===== src/rtl/prbs_gen_param.sv =====
// ---------------------------------------------------------------------------
// prbs_gen_param
// Parameterised PRBS word generator with selectable polynomial
// (PRBS7/9/15/23/31).
//
// Each generated word holds WIDTH consecutive LFSR output bits.
// dout[0] is the oldest bit of the word.
// Words are handed out through a valid/ready pair.
// A single-word error injection is available, and the block keeps a
// running count of accepted words.
//
// Parameters
//   WIDTH      output bits per word (1..32)
//   DEF_MODE   polynomial selected out of reset
//
// Ports
//   clk         rising-edge clock
//   rst_n       asynchronous active-low reset
//   load        load seed/mode, flush output word (highest priority)
//   mode        polynomial select: 0=PRBS7 1=PRBS9 2=PRBS15 3=PRBS23
//               4=PRBS31, 5..7 behave as 4
//   seed        initial LFSR state (masked to the active length)
//   en          permits generation of new words
//   err_inj     invert dout[0] of the next generated word
//   dout        generated word
//   dout_valid  dout holds an unconsumed word
//   dout_ready  consumer accepts dout
//   word_cnt    number of accepted words (wraps)
// ---------------------------------------------------------------------------
module prbs_gen_param #(
    parameter int         WIDTH    = 8,
    parameter logic [2:0] DEF_MODE = 3'd0
) (
    input  logic             clk,
    input  logic             rst_n,
    input  logic             load,
    input  logic [2:0]       mode,
    input  logic [30:0]      seed,
    input  logic             en,
    input  logic             err_inj,
    output logic [WIDTH-1:0] dout,
    output logic             dout_valid,
    input  logic             dout_ready,
    output logic [31:0]      word_cnt
);

    // Fold the reserved mode codes onto PRBS31.
    function automatic logic [2:0] map_mode(input logic [2:0] m);
        logic [2:0] r;
        if (m > 3'd4) begin
            r = 3'd4;
        end else begin
            r = m;
        end
        return r;
    endfunction

    // All-ones mask over the active LFSR length of a (mapped) mode.
    function automatic logic [30:0] mode_mask(input logic [2:0] m);
        logic [30:0] r;
        case (m)
            3'd0:    r = 31'h0000_007F;
            3'd1:    r = 31'h0000_01FF;
            3'd2:    r = 31'h0000_7FFF;
            3'd3:    r = 31'h007F_FFFF;
            default: r = 31'h7FFF_FFFF;
        endcase
        return r;
    endfunction

    // Bit index N-1 (the x^N term) for a mapped mode.
    function automatic logic [4:0] tap_hi(input logic [2:0] m);
        logic [4:0] r;
        case (m)
            3'd0:    r = 5'd6;
            3'd1:    r = 5'd8;
            3'd2:    r = 5'd14;
            3'd3:    r = 5'd22;
            default: r = 5'd30;
        endcase
        return r;
    endfunction

    // Bit index T-1 (the x^T term) for a mapped mode.
    function automatic logic [4:0] tap_lo(input logic [2:0] m);
        logic [4:0] r;
        case (m)
            3'd0:    r = 5'd5;
            3'd1:    r = 5'd4;
            3'd2:    r = 5'd13;
            3'd3:    r = 5'd17;
            default: r = 5'd27;
        endcase
        return r;
    endfunction

    localparam logic [2:0]  RST_MODE  = map_mode(DEF_MODE);
    localparam logic [30:0] RST_STATE = mode_mask(RST_MODE);

    logic [30:0]      state_r;
    logic [2:0]       mode_r;
    logic [WIDTH-1:0] dout_r;
    logic             dout_valid_r;
    logic [31:0]      word_cnt_r;

    logic [30:0]      step_state_s;
    logic [WIDTH-1:0] word_s;
    logic [WIDTH-1:0] word_out_s;
    logic [30:0]      cur_mask_s;
    logic [4:0]       cur_hi_s;
    logic [4:0]       cur_lo_s;
    logic [2:0]       new_mode_s;
    logic [30:0]      new_mask_s;
    logic [30:0]      seed_masked_s;
    logic [30:0]      load_state_s;
    logic             gen_s;
    logic             accept_s;

    // Decode taps and mask of the active polynomial.
    always_comb begin
        cur_mask_s = mode_mask(mode_r);
        cur_hi_s   = tap_hi(mode_r);
        cur_lo_s   = tap_lo(mode_r);
    end

    // Run WIDTH LFSR steps; bit i of the word is the feedback of step i.
    always_comb begin : step_blk
        logic fb_v;
        fb_v         = 1'b0;
        step_state_s = state_r;
        word_s       = '0;
        for (int i = 0; i < WIDTH; i++) begin
            fb_v         = step_state_s[cur_hi_s] ^ step_state_s[cur_lo_s];
            word_s[i]    = fb_v;
            // Masking keeps bits above the active length at zero.
            step_state_s = {step_state_s[29:0], fb_v} & cur_mask_s;
        end
        word_out_s    = word_s;
        word_out_s[0] = word_s[0] ^ err_inj;
    end

    // Seed preparation for a load, including the all-zero guard.
    always_comb begin
        new_mode_s    = map_mode(mode);
        new_mask_s    = mode_mask(new_mode_s);
        seed_masked_s = seed & new_mask_s;
        if (seed_masked_s == 31'h0000_0000) begin
            load_state_s = new_mask_s;
        end else begin
            load_state_s = seed_masked_s;
        end
    end

    // Handshake decode: a word is produced when the output slot is free or
    // being drained this cycle; a load suppresses generation.
    always_comb begin
        gen_s    = en && (!dout_valid_r || dout_ready) && !load;
        accept_s = dout_valid_r && dout_ready;
    end

    // LFSR state, mode register and output word/valid.
    always_ff @(posedge clk or negedge rst_n) begin
        if (!rst_n) begin
            state_r      <= RST_STATE;
            mode_r       <= RST_MODE;
            dout_r       <= '0;
            dout_valid_r <= 1'b0;
        end else if (load) begin
            state_r      <= load_state_s;
            mode_r       <= new_mode_s;
            dout_r       <= '0;
            dout_valid_r <= 1'b0;
        end else if (gen_s) begin
            state_r      <= step_state_s;
            dout_r       <= word_out_s;
            dout_valid_r <= 1'b1;
        end else if (accept_s) begin
            dout_valid_r <= 1'b0;
        end else begin
            dout_valid_r <= dout_valid_r;
        end
    end

    // Accepted-word counter; counts on load cycles too and never clears on load.
    always_ff @(posedge clk or negedge rst_n) begin
        if (!rst_n) begin
            word_cnt_r <= 32'h0000_0000;
        end else if (accept_s) begin
            word_cnt_r <= word_cnt_r + 32'h0000_0001;
        end else begin
            word_cnt_r <= word_cnt_r;
        end
    end

    assign dout       = dout_r;
    assign dout_valid = dout_valid_r;
    assign word_cnt   = word_cnt_r;

endmodule


===== config.mk =====
export PLATFORM = sky130hd
export DESIGN_NAME = prbs_gen_param
export DESIGN_NICKNAME = d
export VERILOG_FILES = /design/src/rtl/prbs_gen_param.sv
export SDC_FILE = /design/constraint.sdc
export NUM_CORES = 1
export LEC_CHECK = 0
export ABC_AREA = 1
export CAP_MARGIN = 20
export CORE_MARGIN = 2
export CORE_UTILIZATION = 48
export CTS_CLUSTER_SIZE = 28
export DETAILED_ROUTE_END_ITERATION = 8
export HOLD_SLACK_MARGIN = 0.12
export PLACE_DENSITY = 0.79
export SLEW_MARGIN = 30
export SYNTH_ARGS = -nofsm -noshare
export SYNTH_HDL_FRONTEND = slang
export SYNTH_SLANG_ARGS = --single-unit
export TNS_END_PERCENT = 10

===== constraint.sdc =====
create_clock -name clk -period 2.13 [get_ports clk]
set_input_delay 0.3195 -clock clk [delete_from_list [all_inputs] [get_ports clk]]
set_output_delay 0.3195 -clock clk [all_outputs]
set_load 0.03 [all_outputs]

==> results.toml, run 1 <==
[grt]
track_usage_pct = 31.06
grt_max_degree = 76
grt_pass1_wl_um = 24500
antenna_found_initial = 0
grt_pass1_vias = 5068
overflow = 0

[power_and_ir_drop]
leakagePower_nw = 3.256
irDropWorstVdd_mv = 0.5178
p_per_area_nw_per_um2 = 652.9
power_mw = 4.407

[floorplanning]
rows = 35
core_um2 = 9196
ioPinCount = 81
start_util_pct = 49.31
die_y_um = 101.2
die_area_um2 = 10240
die_width_um = 101.2

[yosys]
synth.distinct_cells = 51
synth-edff-count = 0
synth_seq_cells = 75
mappedNetlistNets = 637
synth_area_um2 = 4534
avgSynthCellArea_um2 = 7.608
seq_area_frac_synth_pct = 41.58
synth_ff_type = "dfrtp_1"
syn_inst = 596
async_reset_ff_share_pct = 100.0
yosys_warnings = 0

[timing]
grt_setup_unrepaired = "true"
fin_tns_setup_ns = -2.216
period_needed_ns = 2.486
final_hold_viol_count = 0
slew-limit-headroom_pct = 71.89
slew_violations = 0
finClkSkew_ns = 0.01073
fin_crit_sh_pct = 116.7
clock.fmax_mhz = 402.3
setup_viol = 11
fin_ws_ns = -0.3556
holdWs_ns = 0.4280
worstMarginPinSlew_ns = 0.4203

[cts]
root_buffer = "clkbuf_8"
clk_pin_slew_ns = 0.08
clk_path_buf_depth = 2
clock_sinks = 75
clk_latency_ns = 0.36
htreeDepth = 3
cts_tree = "yes"
cts_buffers = 9

[placement]
dp_slack_ns = -0.5107
hpwlAfterDp_um = 11920
dp.cells = 882
routabilityCongestion = 1.012
port_buffers = 80
place_area_um2 = 6304

[critical_path]
crit_type = "flip-flop to flip-flop"
critPathCaptureType = "flip-flop"
worstPathRequired_ns = 2.42
cp-start-kind = "flip-flop"
worstPathMaxFanout = 4
worstPathArrival_ns = 2.78

[finish]
antenna_cells = 0
drive_above_1_share_pct = 25.63
final_cell_mix = "132 x nand2_1, 112 x buf_4, 77 x clkdlybuf4s50_1"
fin_cells = 907
fin_area_um2 = 6749
nNetsFinal = 832
final_core_util_pct = 73.39
areaGrowthSynthToFinish_pct = 48.84
layout_commonest_cell = "nand2_1"
fillerInstances = 733

[routing]
finalWirelength_um = 15380
drt_iter0_drc = 288
wl_per_cell_um = 16.95
via_per_inst = 5.538
post-route-drc-count = 0
drt_first_pass_iters = 5
ant_nets = 0
vias = 5023

[hold_path]
hp-class = "input pin to flip-flop"

[status]
status = "finished with violations"
violations = "setup timing"

[job]
maxCapViolCount = 0
[Yosys cell counts, drive strengths merged, types with 7 or more instances]
| cell type | count | share of area [%] |
|---|---|---|
| nand3 | 46 | 5.3 |
| o211ai | 29 | 4.9 |
| nor4 | 9 | 1.2 |
| o221ai | 9 | 1.7 |
| o21ai | 37 | 4.2 |
| dfstp | 7 | 4.1 |
| buf | 8 | 1.0 |
| clkbuf | 9 | 0.74 |
| a21oi | 17 | 2.0 |
| nand2 | 147 | 13 |
| xnor2 | 8 | 1.5 |
| nor2 | 57 | 4.8 |
| inv | 73 | 6.2 |
| xor2 | 20 | 3.9 |
| dfrtp | 68 | 38 |
| nor3 | 10 | 1.2 |
[cell families (layout without fill, tap and decap cells)]
family,Yosys count,in the layout,synth area share (%)
simple gates,280,281,27.04
buf+inv,92,291,8.085
xor+xnor,28,28,5.408
mux,1,1,0.2483
fa+ha+maj,1,1,0.2759
flops,75,75,41.58
compound gates,119,119,17.36
[sequential cells by signal, indices dropped and copies added (netlist names)]
| register | count |
|---|---|
| dout | 8 |
| dout_valid | 1 |
| mode_r | 3 |
| state_r | 31 |
| word_cnt | 32 |
[repair_timing]
| action | in CTS | in global routing |
|---|---|---|
| endpoints found under the setup margin | 36 | 45 |
| endpoints found under the hold margin | 68 | 0 |
| cloned | 1 | 0 |
| hold buffers | 1 | 0 |
| setup buffers | 4 | 3 |
| pin swaps | 3 | 9 |
| resized for setup | 20 | 37 |
[final cells by class]
| type | instances | area [µm²] | area share [%] |
|---|---|---|---|
| Multi-Input combinational cell | 430 | 2495 | 36.97 |
| Sequential cell | 75 | 1893 | 28.05 |
| Timing Repair Buffer | 200 | 1757 | 26.03 |
| Inverter | 75 | 289.0 | 4.283 |
| Tap cell | 111 | 138.9 | 2.058 |
| Clock buffer | 9 | 123.9 | 1.835 |
| Clock inverter | 7 | 52.55 | 0.7786 |
[critical path, cell delays in order, from the launching register on]
cell and delay [ns]:
dfrtp_2 0.46, inv_4 0.14, nand2_8 0.07, inv_1 0.10, buf_4 0.15, nor2_1 0.07, o21ai_0 0.20, nand2_1 0.08
a31oi_1 0.28, nand2_1 0.14, nand3_1 0.09, nand2_1 0.06, nor2_1 0.09, nand2_1 0.07, nand2_2 0.07, nand2_1 0.05
nand2_1 0.06, nand3_2 0.09, a21oi_2 0.13
[metal layers]
| metal | GRT usage (%) | vias to the layer above | wire length [µm] |
|---|---|---|---|
| li1 | - | 2392 | - |
| met1 | 36.83 | 2383 | 6358 |
| met2 | 55.27 | 210 | 7686 |
| met3 | 4.900 | 38 | 829 |
| met4 | 14.14 | 0 | 502 |
| met5 | 0 | - | 0 |
[power by group]
part	switching (mW)	internal (mW)
clock network	0.579	0.428
registers	0.130	1.59
logic	0.924	0.759
total	1.63	2.77
[worst paths after layout]
check	start	endpoint	slack [ns]	cells past startpoint
worst max-delay path	mode_r[1]$_DFFE_PN0P_	state_r[0]$_DFFE_PN1P_	-0.36	18
worst min-delay path	mode[1]	mode_r[1]$_DFFE_PN0P_	0.43	4
worst max register to register	mode_r[1]$_DFFE_PN0P_	state_r[0]$_DFFE_PN1P_	-0.36	18
worst min register to register	word_cnt[31]$_DFFE_PN0P_	word_cnt[31]$_DFFE_PN0P_	0.48	1
max in group asynchronous	rst_n	state_r[6]$_DFFE_PN1P_	1.24	3
min in group asynchronous	rst_n	word_cnt[3]$_DFFE_PN0P_	0.51	3
No activity file was read; power rests on OpenSTA's default activity.
==> run 2, diff against run 1 <==
Settings changed: CORE_UTILIZATION 48 to 50, PLACE_DENSITY 0.79 to 0.78.
Clock period 2.13 ns to 2.8 ns, I/O delays scaled along.
==> results.toml, run 2 (synthesized netlist as in run 1, its figures left out) <==
[finish]
antenna_cells = 0
fillerInstances = 740
layout_commonest_cell = "nand2_1"
largest_reg_flops = 32
areaGrowthSynthToFinish_pct = 29.64
nNetsFinal = 748
fin_cells = 820
drive_above_1_share_pct = 11.52
final_cell_mix = "140 x nand2_1, 79 x clkdlybuf4s50_1, 68 x inv_1"
fin_area_um2 = 5878
final_core_util_pct = 67.08

[grt]
grt_max_degree = 44
overflow = 0
grt_pass1_vias = 4557
track_usage_pct = 30.65
antenna_found_initial = 0
grt_pass1_wl_um = 23490

[power_and_ir_drop]
leakagePower_nw = 2.769
power_mw = 3.101
p_per_area_nw_per_um2 = 527.6
irDropWorstVdd_mv = 0.4423

[cts]
root_buffer = "clkbuf_8"
clk_latency_ns = 0.36
cts_tree = "yes"
htreeDepth = 3
clk_path_buf_depth = 2
clk_pin_slew_ns = 0.08
cts_buffers = 9
clock_sinks = 75

[critical_path]
cp_slowest_stage_delay_ns = 0.43
worstPathMaxFanout = 10
crit_type = "flip-flop to flip-flop"
r2r_slack_ns = 0.22
r2r-start = "mode_r[1]$_DFFE_PN0P_"
cpMostUsedCell = "nand2_1"
crit_slowest_cell = "dfrtp_1"
critPathCaptureType = "flip-flop"
worstPathArrival_ns = 2.88
r2r_cells = 22
critPathBufInv = 2
worstPathRequired_ns = 3.09
cp_top_family = "simple AND/OR/NAND/NOR gates"
crit_start = "mode_r[1]$_DFFE_PN0P_"
r2r-end = "state_r[0]$_DFFE_PN1P_"
crit_chain = "inv_2 -> nand2_4 -> inv_1 -> nor2_1 -> nand2_1 -> nand2_1 -> nand2_1 -> nand2_1 -> nand2_1 -> nand4_1 -> nand2_1 -> nand2_1 -> nand2_1 -> nand2_1 -> nand3_1 -> nand2_1 -> nand2_1 -> nand2_1 -> nand2_1 -> nand2_1 -> nand3_2 -> a21oi_2"
cp-start-kind = "flip-flop"

[routing]
finalWirelength_um = 14600
drt_first_pass_iters = 6
wl_per_cell_um = 17.81
ant_nets = 0
post-route-drc-count = 0
vias = 4654
via_per_inst = 5.676
drt_iter0_drc = 345

[timing]
period_needed_ns = 2.584
fin_tns_setup_ns = 0
slew-limit-headroom_pct = 61.95
holdWs_ns = 0.3877
grt_setup_unrepaired = "false"
final_hold_viol_count = 0
setup_viol = 0
clock.fmax_mhz = 387.0
worstMarginPinSlew_ns = 0.5708
finClkSkew_ns = 0.01161
slew_violations = 0
fin_ws_ns = 0.2161
fin_crit_sh_pct = 92.28

[hold_path]
hp-class = "input pin to asynchronous set/reset pin"

[placement]
dp_slack_ns = -0.04407
place_area_um2 = 5630
port_buffers = 80
dp.cells = 798
hpwlAfterDp_um = 11410
routabilityCongestion = 0.9774

[floorplanning]
die_area_um2 = 9847
die_width_um = 99.23
die_y_um = 99.23
core_um2 = 8763
ioPinCount = 81
start_util_pct = 51.74
rows = 34

[status]
status = "complete, no violations"

[job]
maxCapViolCount = 0
-- run 2: final cells by class --
| cell class | instances | area, µm² | area share [%] |
|---|---|---|---|
| flip-flops and latches | 75 | 1887 | 32.10 |
| well taps | 108 | 135.1 | 2.299 |
| multi-input cells | 429 | 2297 | 39.08 |
| inverters | 75 | 294.0 | 5.002 |
| clock inverters | 5 | 35.03 | 0.5960 |
| clock buffers | 11 | 141.4 | 2.405 |
| repair buffers | 117 | 1089 | 18.52 |
-- run 2: worst reg2reg max path, stage by stage, from the launching register on --
cell and delay, ns:
dfrtp_1 0.43, inv_2 0.11, nand2_4 0.14, inv_1 0.08
nor2_1 0.29, nand2_1 0.09, nand2_1 0.09, nand2_1 0.06
nand2_1 0.06, nand2_1 0.07, nand4_1 0.13, nand2_1 0.07
nand2_1 0.08, nand2_1 0.05, nand2_1 0.08, nand3_1 0.07
nand2_1 0.07, nand2_1 0.05, nand2_1 0.10, nand2_1 0.06
nand2_1 0.07, nand3_2 0.13, a21oi_2 0.15
-- run 2: timing repair --
action                     CTS  global route
resized for setup            0             6
setup endpoints to repair    0             2
buffers inserted             0             5
hold buffers                 1             0
hold endpoints to repair     1             0
-- run 2: worst max-delay path by stage --
| stage | end | cells after the start | slack [ns] |
|---|---|---|---|
| final | state_r[0]$_DFFE_PN1P_ | 22 | 0.22 |
| after global routing | state_r[0]$_DFFE_PN1P_ | 22 | 0.0002 |
| after CTS | state_r[0]$_DFFE_PN1P_ | 23 | 0.04 |
| after detailed placement | word_cnt[29]$_DFFE_PN0P_ | 12 | -0.04 |
| after global placement | word_cnt[31]$_DFFE_PN0P_ | 12 | 0.09 |
| after floorplan | word_cnt[30]$_DFFE_PN0P_ | 10 | 0.38 |
-- run 2: power by group --
group	internal [mW]	switching, mW
clock network	0.350	0.441
logic	0.387	0.602
registers	1.20	0.118
total	1.94	1.16
-- run 2: layer usage --
layer / track usage, % / vias up / share of wire [%]
met2: 46.15 / 211 / 45
met4: 12.22 / 0 / 3.0
met1: 45.10 / 2189 / 45
met3: 3.725 / 32 / 7.0
li1: - / 2222 / -
met5: 0 / - / 0
